--- src/rtl/rom_dl_pkg.sv ---
// Shared types and constants for the ROM download router.
package rom_dl_pkg;

    typedef enum logic [1:0] {
        IDLE,
        LOAD,
        HOLD,
        DONE
    } dl_state_t;

    localparam int ROM_INDEX_DEFAULT = 0;
    localparam int CSUM_W            = 16;

endpackage

--- src/rtl/dl_hold_timer.sv ---
// Loadable down-counter with a zero flag; times the post-download settle window.
module dl_hold_timer #(
    parameter int WIDTH = 4
) (
    input  logic             clk,
    input  logic             rst_n,
    input  logic             load,
    input  logic [WIDTH-1:0] load_value,
    input  logic             en,
    output logic             zero
);

    logic [WIDTH-1:0] count;

    // NOTE: clocked state uses non-blocking assignments so every flop samples pre-edge values.
    always_ff @(posedge clk or negedge rst_n) begin
        if (!rst_n) begin
            count <= '0;
        end else if (load) begin
            count <= load_value;
        end else if (en && count != '0) begin
            count <= count - WIDTH'(1);
        end
    end

    assign zero = (count == '0);

endmodule

--- src/rtl/rom_dl_router.sv ---
// Routes the hps_io ROM download into the core's load port, tracks size/checksum,
// and holds the core in reset until the download has settled.
module rom_dl_router
    import rom_dl_pkg::*;
#(
    parameter int DN_AW          = 18,
    parameter int ROM_BYTES      = 163840,
    parameter int EXPECTED_BYTES = 0,
    parameter int HOLD_CYCLES    = 16,
    parameter int ROM_INDEX      = ROM_INDEX_DEFAULT
) (
    input  logic              clk_sys,
    input  logic              reset_n,
    input  logic              ioctl_download,
    input  logic              ioctl_wr,
    input  logic [24:0]       ioctl_addr,
    input  logic [7:0]        ioctl_dout,
    input  logic [15:0]       ioctl_index,
    output logic [DN_AW-1:0]  dn_addr,
    output logic [7:0]        dn_data,
    output logic              dn_wr,
    output logic              core_reset,
    output logic              dl_done,
    output logic              dl_err_range,
    output logic              dl_err_size,
    output logic [17:0]       byte_count,
    output logic [CSUM_W-1:0] checksum
);

    localparam int          HOLD_W    = (HOLD_CYCLES > 1) ? $clog2(HOLD_CYCLES) : 1;
    localparam logic [24:0] ROM_LIMIT = 25'(ROM_BYTES);

    dl_state_t state, next_state;
    logic      start;
    logic      enter_load;
    logic      in_range;
    logic      hold_load;
    logic      hold_zero;

    assign start      = ioctl_download && (ioctl_index == 16'(ROM_INDEX));
    assign enter_load = start && (state != LOAD);
    assign in_range   = (ioctl_addr < ROM_LIMIT);
    assign hold_load  = (state == LOAD) && !ioctl_download;

    dl_hold_timer #(.WIDTH(HOLD_W)) u_hold_timer (
        .clk        (clk_sys),
        .rst_n      (reset_n),
        .load       (hold_load),
        .load_value (HOLD_W'(HOLD_CYCLES - 1)),
        .en         (state == HOLD),
        .zero       (hold_zero)
    );

    always_ff @(posedge clk_sys or negedge reset_n) begin
        if (!reset_n) state <= IDLE;
        else          state <= next_state;
    end

    // NOTE: defaulting next_state before the case keeps this block free of inferred latches.
    always_comb begin
        next_state = state;
        case (state)
            IDLE:    if (start) next_state = LOAD;
            LOAD:    if (!ioctl_download) next_state = HOLD;
            HOLD:    if (start) next_state = LOAD;
                     else if (hold_zero) next_state = DONE;
            DONE:    if (start) next_state = LOAD;
            default: next_state = IDLE;
        endcase
    end

    always_comb begin
        core_reset = (state != DONE);
        dl_done    = (state == DONE);
    end

    // Writes are honoured for the whole LOAD state, including the cycle download drops.
    always_ff @(posedge clk_sys or negedge reset_n) begin
        if (!reset_n) begin
            dn_addr      <= '0;
            dn_data      <= '0;
            dn_wr        <= 1'b0;
            dl_err_range <= 1'b0;
            dl_err_size  <= 1'b0;
            byte_count   <= '0;
            checksum     <= '0;
        end else begin
            dn_wr <= 1'b0;
            if (enter_load) begin
                dl_err_range <= 1'b0;
                dl_err_size  <= 1'b0;
                byte_count   <= '0;
                checksum     <= '0;
            end else if (state == LOAD && ioctl_wr) begin
                if (in_range) begin
                    dn_addr  <= ioctl_addr[DN_AW-1:0];
                    dn_data  <= ioctl_dout;
                    dn_wr    <= 1'b1;
                    checksum <= checksum + {{(CSUM_W-8){1'b0}}, ioctl_dout};
                    if (byte_count != '1) byte_count <= byte_count + 18'd1;
                end else begin
                    dl_err_range <= 1'b1;
                end
            end
            if (state == HOLD && next_state == DONE) begin
                dl_err_size <= (EXPECTED_BYTES != 0) && (byte_count != 18'(EXPECTED_BYTES));
            end
        end
    end

endmodule

--- config.mk ---
export PLATFORM = sky130hd
export DESIGN_NAME = rom_dl_router
export DESIGN_NICKNAME = d
export VERILOG_FILES = /design/src/rtl/rom_dl_pkg.sv /design/src/rtl/dl_hold_timer.sv /design/src/rtl/rom_dl_router.sv
export SDC_FILE = /design/constraint.sdc
export NUM_CORES = 1
export LEC_CHECK = 0
export ABC_CLOCK_PERIOD_IN_PS = 2600
export BUFFER_PORTS_ARGS = -buffer_cell sky130_fd_sc_hd__buf_2
export CAP_MARGIN = 20
export CELL_PAD_IN_SITES_DETAIL_PLACEMENT = 1
export CELL_PAD_IN_SITES_GLOBAL_PLACEMENT = 2
export CORE_AREA = 2 2 161 84
export CTS_BUF_LIST = sky130_fd_sc_hd__clkbuf_16
export DETAILED_ROUTE_END_ITERATION = 10
export DIE_AREA = 0 0 163 86
export PLACE_DENSITY_LB_ADDON = 0.1
export SLEW_MARGIN = 20
export SYNTH_ARGS = -nofsm -noshare
export SYNTH_HDL_FRONTEND = slang
export SYNTH_HIERARCHICAL = 1
export SYNTH_SLANG_ARGS = --single-unit
export TNS_END_PERCENT = 5
--- constraint.sdc ---
create_clock -name clk_sys -period 2.6 [get_ports clk_sys]
set_input_delay 0.39 -clock clk_sys [delete_from_list [all_inputs] [get_ports clk_sys]]
set_output_delay 0.39 -clock clk_sys [all_outputs]
set_load 0.02 [all_outputs]
==> results.cfg, run 1 <==
[status]
status = completed

[timing]
period_share = 0.862
min_period_ns = 2.24
max_freq_ghz = 0.446
rsz0062_at_grt = false
max_slew_margin = 0.627
fin_setup_tns_ns = 0
drv_slew = 0
whs_ns = 0.0566
finalSetupViolCount = 0
hold_viol = 0
worst_slew_pin_slew_ns = 0.559
skew_ns = 0.00830

[die]
coreArea_um2 = 12500
die_area_um2 = 14000
die_y_um = 86
die_w_um = 163
pin_count = 118
start_util = 0.288
row_count = 29

[worst_hold_path]
hold_class = in -> async

[worst_setup_path]
critPathRequiredTime_ns = 2.85
crit_type = reg -> reg
cp_num_cells = 8
worstPathCellList = ha_1 -> inv_1 -> fa_1 -> nand2b_1 -> a21oi_1 -> o21ai_1 -> or4b_1 -> a21oi_1
worstPathArrival_ns = 2.49
cp_num_buf_inv = 1
worst_setup_path_start_kind = flop
crit_slowest_cell = or4b_1
cp_max_fo = 3
cp-end-kind = flop
slowest_delay_ns = 0.50
cpMostUsedCell = a21oi_1
r2r_cells = 8
cpLargestDelayFamily = simple AND/OR/NAND/NOR gates

[global_routing]
antenna_found_initial = 0
grt_first_pass_wirelength_mm = 17.8
grt.overflow.total = 0
grt_max_degree = 48
first_global_vias = 3529
gr-usage-all-layers = 0.160

[route]
drt_iter0_markers = 88
wirelength_mm = 10.6
route.met2.wl_mm = 4.69
wl_met1_mm = 5.32
topRoutingLayerUsed = met4
vias = 3364
wl_per_cell_um = 14.9
drcViolationCount = 0
ant_nets = 0
wl_met3_um = 515
via_per_inst = 4.73
drtPass1Iterations = 4

[synth]
synth_ff_type = dfrtp_1
synthDistinctLibCells = 54
async_reset_ff_frac = 1.00
synth.most_common_cell = nand2_1
synth.top_cell.area_share = 0.472
synth_area_um2 = 3600
synth.area.top_cells = dfrtp_1 (47%), nand2_1 (11%), ha_1 (4.9%)
avgSynthCellArea_um2 = 8.83
seq_area_frac_synth = 0.472
synth_cells = 408
yosys_warnings = 6
synth-edff-count = 0
yosys.area.top_type = dfrtp_1
synth_common_cells = nand2_1 (107), dfrtp_1 (68), o21ai_0 (30), a21oi_1 (23), nand3_1 (19)
synth_seq_cells = 68

[placed_design]
io_buffers = 116
gp_congestion = 0.757
dp_hpwl_mm = 7.76

[pwr]
p_leak_nw = 2.41
power.density_nw_per_um2 = 601
power.ir.vdd_worst_mv = 0.253

[clock_tree]
cts_resized = 0
cts_setup_buffers = 0
clkLatencyLatePin_ns = 0.33
clkTransAtPathRegs_ns = 0.06
cts_tree = built
cts-root-buf = clkbuf_16
numCtsBuffers = 9
cts_sinks = 68
htree_levels = 3
cts_hold_buf = 0
clockBufferDepth = 2

[final_layout]
final_nets = 604
drive_gt1_frac = 0.279
syn_to_final_growth_pct = 31.2
antenna_cells = 0

[job]
maxCapViolations = 0
==> path summary, 6_finish.rpt <==
path,start,to,slack (ns)
min,reset_n,byte_count[0],0.06
max,checksum[0],checksum[12],0.36
max reg2reg,checksum[0],checksum[12],0.36
min reg2reg,dn_addr[6],dn_addr[6],0.47
min in group clk_sys,ioctl_addr[9],dn_addr[9],0.25
max in group asynchronous,reset_n,dn_data[2],1.92
==> layer usage <==
layer / up-vias / GRT usage
li1: 1670 / -
met1: 1620 / 0.211
met2: 68 / 0.263
met3: 6 / 0.0455
met4: 0 / 0.0338
met5: - / 0
==> final cells by class <==
| class | count | area, um^2 |
|---|---|---|
| clock buffers | 9 | 225 |
| well taps | 170 | 213 |
| multi-input cells | 316 | 1800 |
| inverters | 14 | 52.6 |
| fillers | 1550 | 7790 |
| clock inverters | 7 | 67.6 |
| repair buffers | 127 | 666 |
| flip-flops and latches | 68 | 1700 |
==> worst reg2reg max path, cell delays in order (launching register included) <==
cell      delay (ns)
dfrtp_1         0.37
ha_1            0.20
inv_1           0.06
fa_1            0.39
nand2b_1        0.18
a21oi_1         0.19
o21ai_1         0.11
or4b_1          0.50
a21oi_1         0.16
==> flip-flops by register name (all words and copies together) (netlist names) <==
signal	cells
dn_data	8
u_hold_timer/count	4
checksum	16
state	2
byte_count	18
dl_err_range	1
dn_wr	1
dn_addr	18
==> through the flow <==
step,cell area [um^2],setup WS [ns],std cells,util,total power [mW]
global placement,4430,0.295,695,0.354,1.64
detailed placement,4430,0.268,695,0.354,1.65
global route,4720,0.169,711,0.377,3.01
CTS,4720,0.346,711,0.377,2.88
finish,4720,0.359,711,0.377,2.84
floorplan,3610,0.310,411,-,1.47
==> cell usage in the layout (no fill, tap or decap), types with 3 or more instances in the layout <==
master,netlist,routed
conb_1,2,5
nand4_1,4,4
xnor2_1,5,5
nor3_1,14,13
dfrtp_1,68,68
nand3_1,19,19
a31oi_1,3,3
ha_1,14,14
nand2b_1,6,6
o211ai_2,3,3
nand2_1,107,107
or4_1,3,3
o21a_1,3,3
o31ai_1,3,3
xor2_1,5,5
nor4_1,4,4
buf_2,1,115
a211oi_1,3,3
mux2i_1,3,3
inv_1,13,13
o21ai_0,30,30
or3_1,10,10
nor2_1,18,18
a21oi_1,23,23
buf_4,2,12
clkinvlp_4,0,4
clkbuf_16,0,9
==> cells by family after synthesis <==
| group | synth area share |
|---|---|
| simple gates | 0.266 |
| buf+inv | 0.0326 |
| mux | 0.00834 |
| flops | 0.472 |
| compound gates | 0.140 |
| other cells | 0.00208 |
| fa+ha+maj | 0.0542 |
| xor+xnor | 0.0243 |
==> report_power, final <==
| part | leakage, nW | switching [mW] | internal (mW) |
|---|---|---|---|
| clock | 0.129 | 0.476 | 0.736 |
| sequential | 0.929 | 0.0562 | 1.12 |
| combinational | 1.35 | 0.259 | 0.195 |
| total | 2.41 | 0.792 | 2.05 |
No activity file was read; power rests on OpenSTA's default activity.
==> inputs of run 2 (changes only) <==
- CELL_PAD_IN_SITES_DETAIL_PLACEMENT: 1 -> not set
- CELL_PAD_IN_SITES_GLOBAL_PLACEMENT: 2 -> not set
- CORE_AREA: 2 2 161 84 -> 2 2 147 77
- DIE_AREA: 0 0 163 86 -> 0 0 149 79
- PLACE_DENSITY_LB_ADDON: 0.1 -> not set
- REMOVE_ABC_BUFFERS: not set -> 1
==> results.cfg, run 2 (synthesized netlist as in run 1, its figures left out) <==
[timing]
finalSetupViolCount = 0
skew_ns = 0.00550
period_share = 0.872
max_slew_margin = 0.380
max_freq_ghz = 0.441
fin_setup_tns_ns = 0
hold_viol = 0
drv_slew = 0
whs_ns = 0.201
min_period_ns = 2.27
worst_slew_pin_slew_ns = 0.930
rsz0062_at_grt = false

[worst_setup_path]
crit_path_start = state[1]
cp_max_fo = 25
cpLargestDelayFamily = buffers and inverters
critPathRequiredTime_ns = 2.80
reg2reg_slack_ns = 0.33
slowest_delay_ns = 0.41
crit_slowest_cell = dfrtp_1
worstReg2RegStart = state[1]
reg2reg_to = checksum[13]
cp-end-kind = flop
worstPathCellList = inv_1 -> ha_1 -> nor4b_2 -> nand4_1 -> inv_2 -> buf_6 -> nand3_1 -> o311ai_0 -> o41ai_1
worstPathArrival_ns = 2.47
crit_type = reg -> reg
worst_setup_path_start_kind = flop
r2r_cells = 9
cp_num_buf_inv = 3

[route]
drt_iter0_markers = 155
wl_per_cell_um = 14.1
drtPass1Iterations = 4
ant_nets = 0
vias = 3358
via_per_inst = 4.90
drcViolationCount = 0
wirelength_mm = 9.66

[final_layout]
regArea_um2 = 1700
drive_gt1_frac = 0.281
layout_common_cells = buf_2 (116), nand2_1 (107), dfrtp_1 (68)
antenna_cells = 0
final_nets = 603
multi_input_area_um2 = 1800
finalNonFillerCells = 685
reg.largest.list = byte_count x18, dn_addr x18, checksum x16
fillers = 1062
syn_to_final_growth_pct = 32.0
layout_commonest_cell = buf_2
fin_area_um2 = 4750

[clock_tree]
cts-root-buf = clkbuf_16
clkTransAtPathRegs_ns = 0.06
clockBufferDepth = 2
htree_levels = 3
numCtsBuffers = 9
cts_sinks = 68
clkLatencyLatePin_ns = 0.33
cts_setup_buffers = 0
cts_tree = built

[global_routing]
grt.overflow.total = 0
gr-usage-all-layers = 0.173
grt_max_degree = 48
antenna_found_initial = 0
first_global_vias = 3182
grt_first_pass_wirelength_mm = 15.9

[worst_hold_path]
hold_class = in -> async

[die]
start_util = 0.340
die_w_um = 149
row_count = 27
die_area_um2 = 11800
pin_count = 118
coreArea_um2 = 10600
die_y_um = 79

[pwr]
p_leak_nw = 2.44
p_int_mw = 2.25
netSwitchingFraction = 0.261
netSwitchingPower_mw = 0.794
power.density_nw_per_um2 = 640
clock_power_share = 0.466
finalPower_mw = 3.04
comb_power_share = 0.149
p_seq_frac = 0.385
power.ir.vdd_worst_mv = 0.339

[status]
status = completed

[placed_design]
io_buffers = 116
placed_cells = 669
dp_hpwl_mm = 7.18
place_area_um2 = 4400
gp_congestion = 0.804

[job]
maxCapViolations = 0
-- run 2: what timing repair did --
item / in CTS / in global routing
hold buffers: 0 / 0
setup endpoints to repair: 0 / 2
resized for setup: 0 / 1
-- run 2: stage by stage --
stage                util  worst slack, ns
CTS                 0.448            0.276
finish              0.448            0.332
global route        0.448           0.0727
detailed placement  0.415            0.241
global placement    0.415            0.308
floorplan               -           -0.965
-- run 2: worst register-to-register path, stage by stage, from the launching register on --
cell      delay (ns)
dfrtp_1         0.41
inv_1           0.10
ha_1            0.17
nor4b_2         0.18
nand4_1         0.16
inv_2           0.25
buf_6           0.26
nand3_1         0.13
o311ai_0        0.35
o41ai_1         0.13
-- run 2: layout make-up --
class | count | share of cell area
clock buffers | 9 | 0.0474
clock inverters | 7 | 0.0258
inverters | 14 | 0.0111
multi-input cells | 316 | 0.378
flip-flops and latches | 68 | 0.358
well taps | 145 | 0.0382
repair buffers | 126 | 0.141
-- run 2: power groups by stage --
stage	clock network [mW]	registers, mW	logic (mW)
after global placement	0	1.19	0.440
final	1.42	1.17	0.453
after CTS	1.46	1.17	0.458
after detailed placement	0	1.19	0.457
after floorplan	0	1.20	0.266
after global routing	1.50	1.18	0.512
-- run 2: how the worst max path moves through the flow --
stage / slack (ns) / to / depth (start not counted)
global route: 0.07 / checksum[13] / 9
floorplan: -0.96 / checksum[12] / 8
finish: 0.33 / checksum[13] / 9
CTS: 0.28 / checksum[13] / 9
global placement: 0.31 / checksum[12] / 9
detailed placement: 0.24 / checksum[13] / 8
-- run 2: per-layer routing --
metal | global-route usage | part of all wire | wire, um
met5 | 0 | 0 | 0
met2 | 0.256 | 0.41 | 3940
met4 | 0.0505 | 0.0041 | 40
met3 | 0.0511 | 0.063 | 613
met1 | 0.245 | 0.52 | 5060
==> inputs of run 3 (changes only) <==
- ABC_CLOCK_PERIOD_IN_PS: 2600 -> 2500
- clock period: 2.6 -> 2.5 ns (I/O delays scaled with it)
==> results.cfg, run 3 (synthesized netlist as in run 1, its figures left out) <==
[worst_setup_path]
slowest_delay_ns = 0.42
crit_slowest_cell = dfrtp_1
reg2reg_slack_ns = 0.24
critPathRequiredTime_ns = 2.69
worstPathCellList = inv_1 -> ha_1 -> nor4b_2 -> nand4_1 -> inv_2 -> buf_4 -> nand3_1 -> o311ai_0 -> o41ai_1
cpLargestDelayFamily = buffers and inverters
cp-end-kind = flop
worstPathArrival_ns = 2.45
worst_setup_path_start_kind = flop
cp_num_buf_inv = 3
cp_max_fo = 11
crit_type = reg -> reg

[placed_design]
gp_congestion = 0.856
io_buffers = 116
place_area_um2 = 4430
dp_hpwl_mm = 7.15

[timing]
min_period_ns = 2.26
finalSetupViolCount = 0
skew_ns = 0.00498
drv_slew = 0
rsz0062_at_grt = false
max_slew_margin = 0.546
worst_slew_pin_slew_ns = 0.681
max_freq_ghz = 0.443
period_share = 0.903
fin_setup_tns_ns = 0
hold_viol = 0

[clock_tree]
cts_sinks = 68
htree_levels = 3
cts_hold_buf = 0
clkLatencyLatePin_ns = 0.33
cts_resized = 0
clockBufferDepth = 2
numCtsBuffers = 9
cts_setup_buffers = 0
cts-root-buf = clkbuf_16
cts_tree = built
clkTransAtPathRegs_ns = 0.06

[final_layout]
reg.largest.list = byte_count x18, dn_addr x18, checksum x16
fillers = 1046
fin_area_um2 = 4770
layout_common_cells = buf_2 (116), nand2_1 (107), dfrtp_1 (68)
antenna_cells = 0
regArea_um2 = 1700
multi_input_area_um2 = 1800
syn_to_final_growth_pct = 32.3
layout_commonest_cell = buf_2
drive_gt1_frac = 0.284
final_nets = 606

[die]
die_w_um = 149
coreArea_um2 = 10600
start_util = 0.340
die_y_um = 79
die_area_um2 = 11800
row_count = 27
pin_count = 118

[route]
drcViolationCount = 0
vias = 3359
drtPass1Iterations = 4
wirelength_mm = 9.55
drt_iter0_markers = 221
via_per_inst = 4.88
ant_nets = 0
wl_per_cell_um = 13.9

[global_routing]
first_global_vias = 3138
grt.overflow.total = 0
grt_first_pass_wirelength_mm = 15.8
antenna_found_initial = 0
grt_max_degree = 48
gr-usage-all-layers = 0.172

[pwr]
power.density_nw_per_um2 = 658
power.ir.vdd_worst_mv = 0.325
p_leak_nw = 2.47

[job]
maxCapViolations = 0

[status]
status = completed

[worst_hold_path]
hold_class = in -> async
==> run 3: cell types whose count changed in the layout (fill, tap and decap cells not counted), sizes merged <==
cell,before,now
clkinv,1,3
clkinvlp,2,0
buf,126,129
==> run 3: through the flow <==
stage	hold slack [ns]	power [mW]	instances	setup WS (ns)	utilization
2_1_floorplan	0.0794	1.53	398	-1.06	-
6_report	0.0822	3.14	688	0.242	0.449
3_3_place_gp	0.452	1.69	672	0.228	0.417
4_1_cts	0.102	3.18	688	0.240	0.449
5_1_grt	0.130	3.31	688	0.0777	0.449
3_5_place_dp	0.455	1.71	672	0.186	0.417
==> run 3: where the power goes <==
group	total (mW)	internal [mW]	leakage (nW)	switching, mW
clock network	1.45	0.972	0.171	0.478
registers	1.22	1.16	0.929	0.0564
logic	0.471	0.203	1.37	0.268
==> run 3: path summary, 6_finish.rpt <==
| path | startpoint | end | depth (start not counted) |
|---|---|---|---|
| setup / recovery | state[1] | checksum[13] | 9 |
| hold / removal | reset_n | dn_data[3] | 1 |
| setup reg to reg | state[1] | checksum[13] | 9 |
| hold reg to reg | dn_addr[2] | dn_addr[2] | 2 |
| max in group asynchronous | reset_n | dn_addr[13] | 2 |
| min in group clk_sys | ioctl_addr[3] | dn_addr[3] | 3 |
==> run 3: final cells by class <==
class | count | share of cell area
Clock buffer | 9 | 0.0472
Clock inverter | 7 | 0.0244
Inverter | 14 | 0.0110
Multi-Input combinational cell | 316 | 0.377
Sequential cell | 68 | 0.357
Tap cell | 145 | 0.0381
Timing Repair Buffer | 129 | 0.145
==> run 3: layer usage <==
layer	up-vias	share of wire	track usage
li1	1683	-	-
met1	1561	0.51	0.254
met2	113	0.41	0.244
met3	2	0.071	0.0546
met4	0	0.0028	0.0381
met5	-	0	0
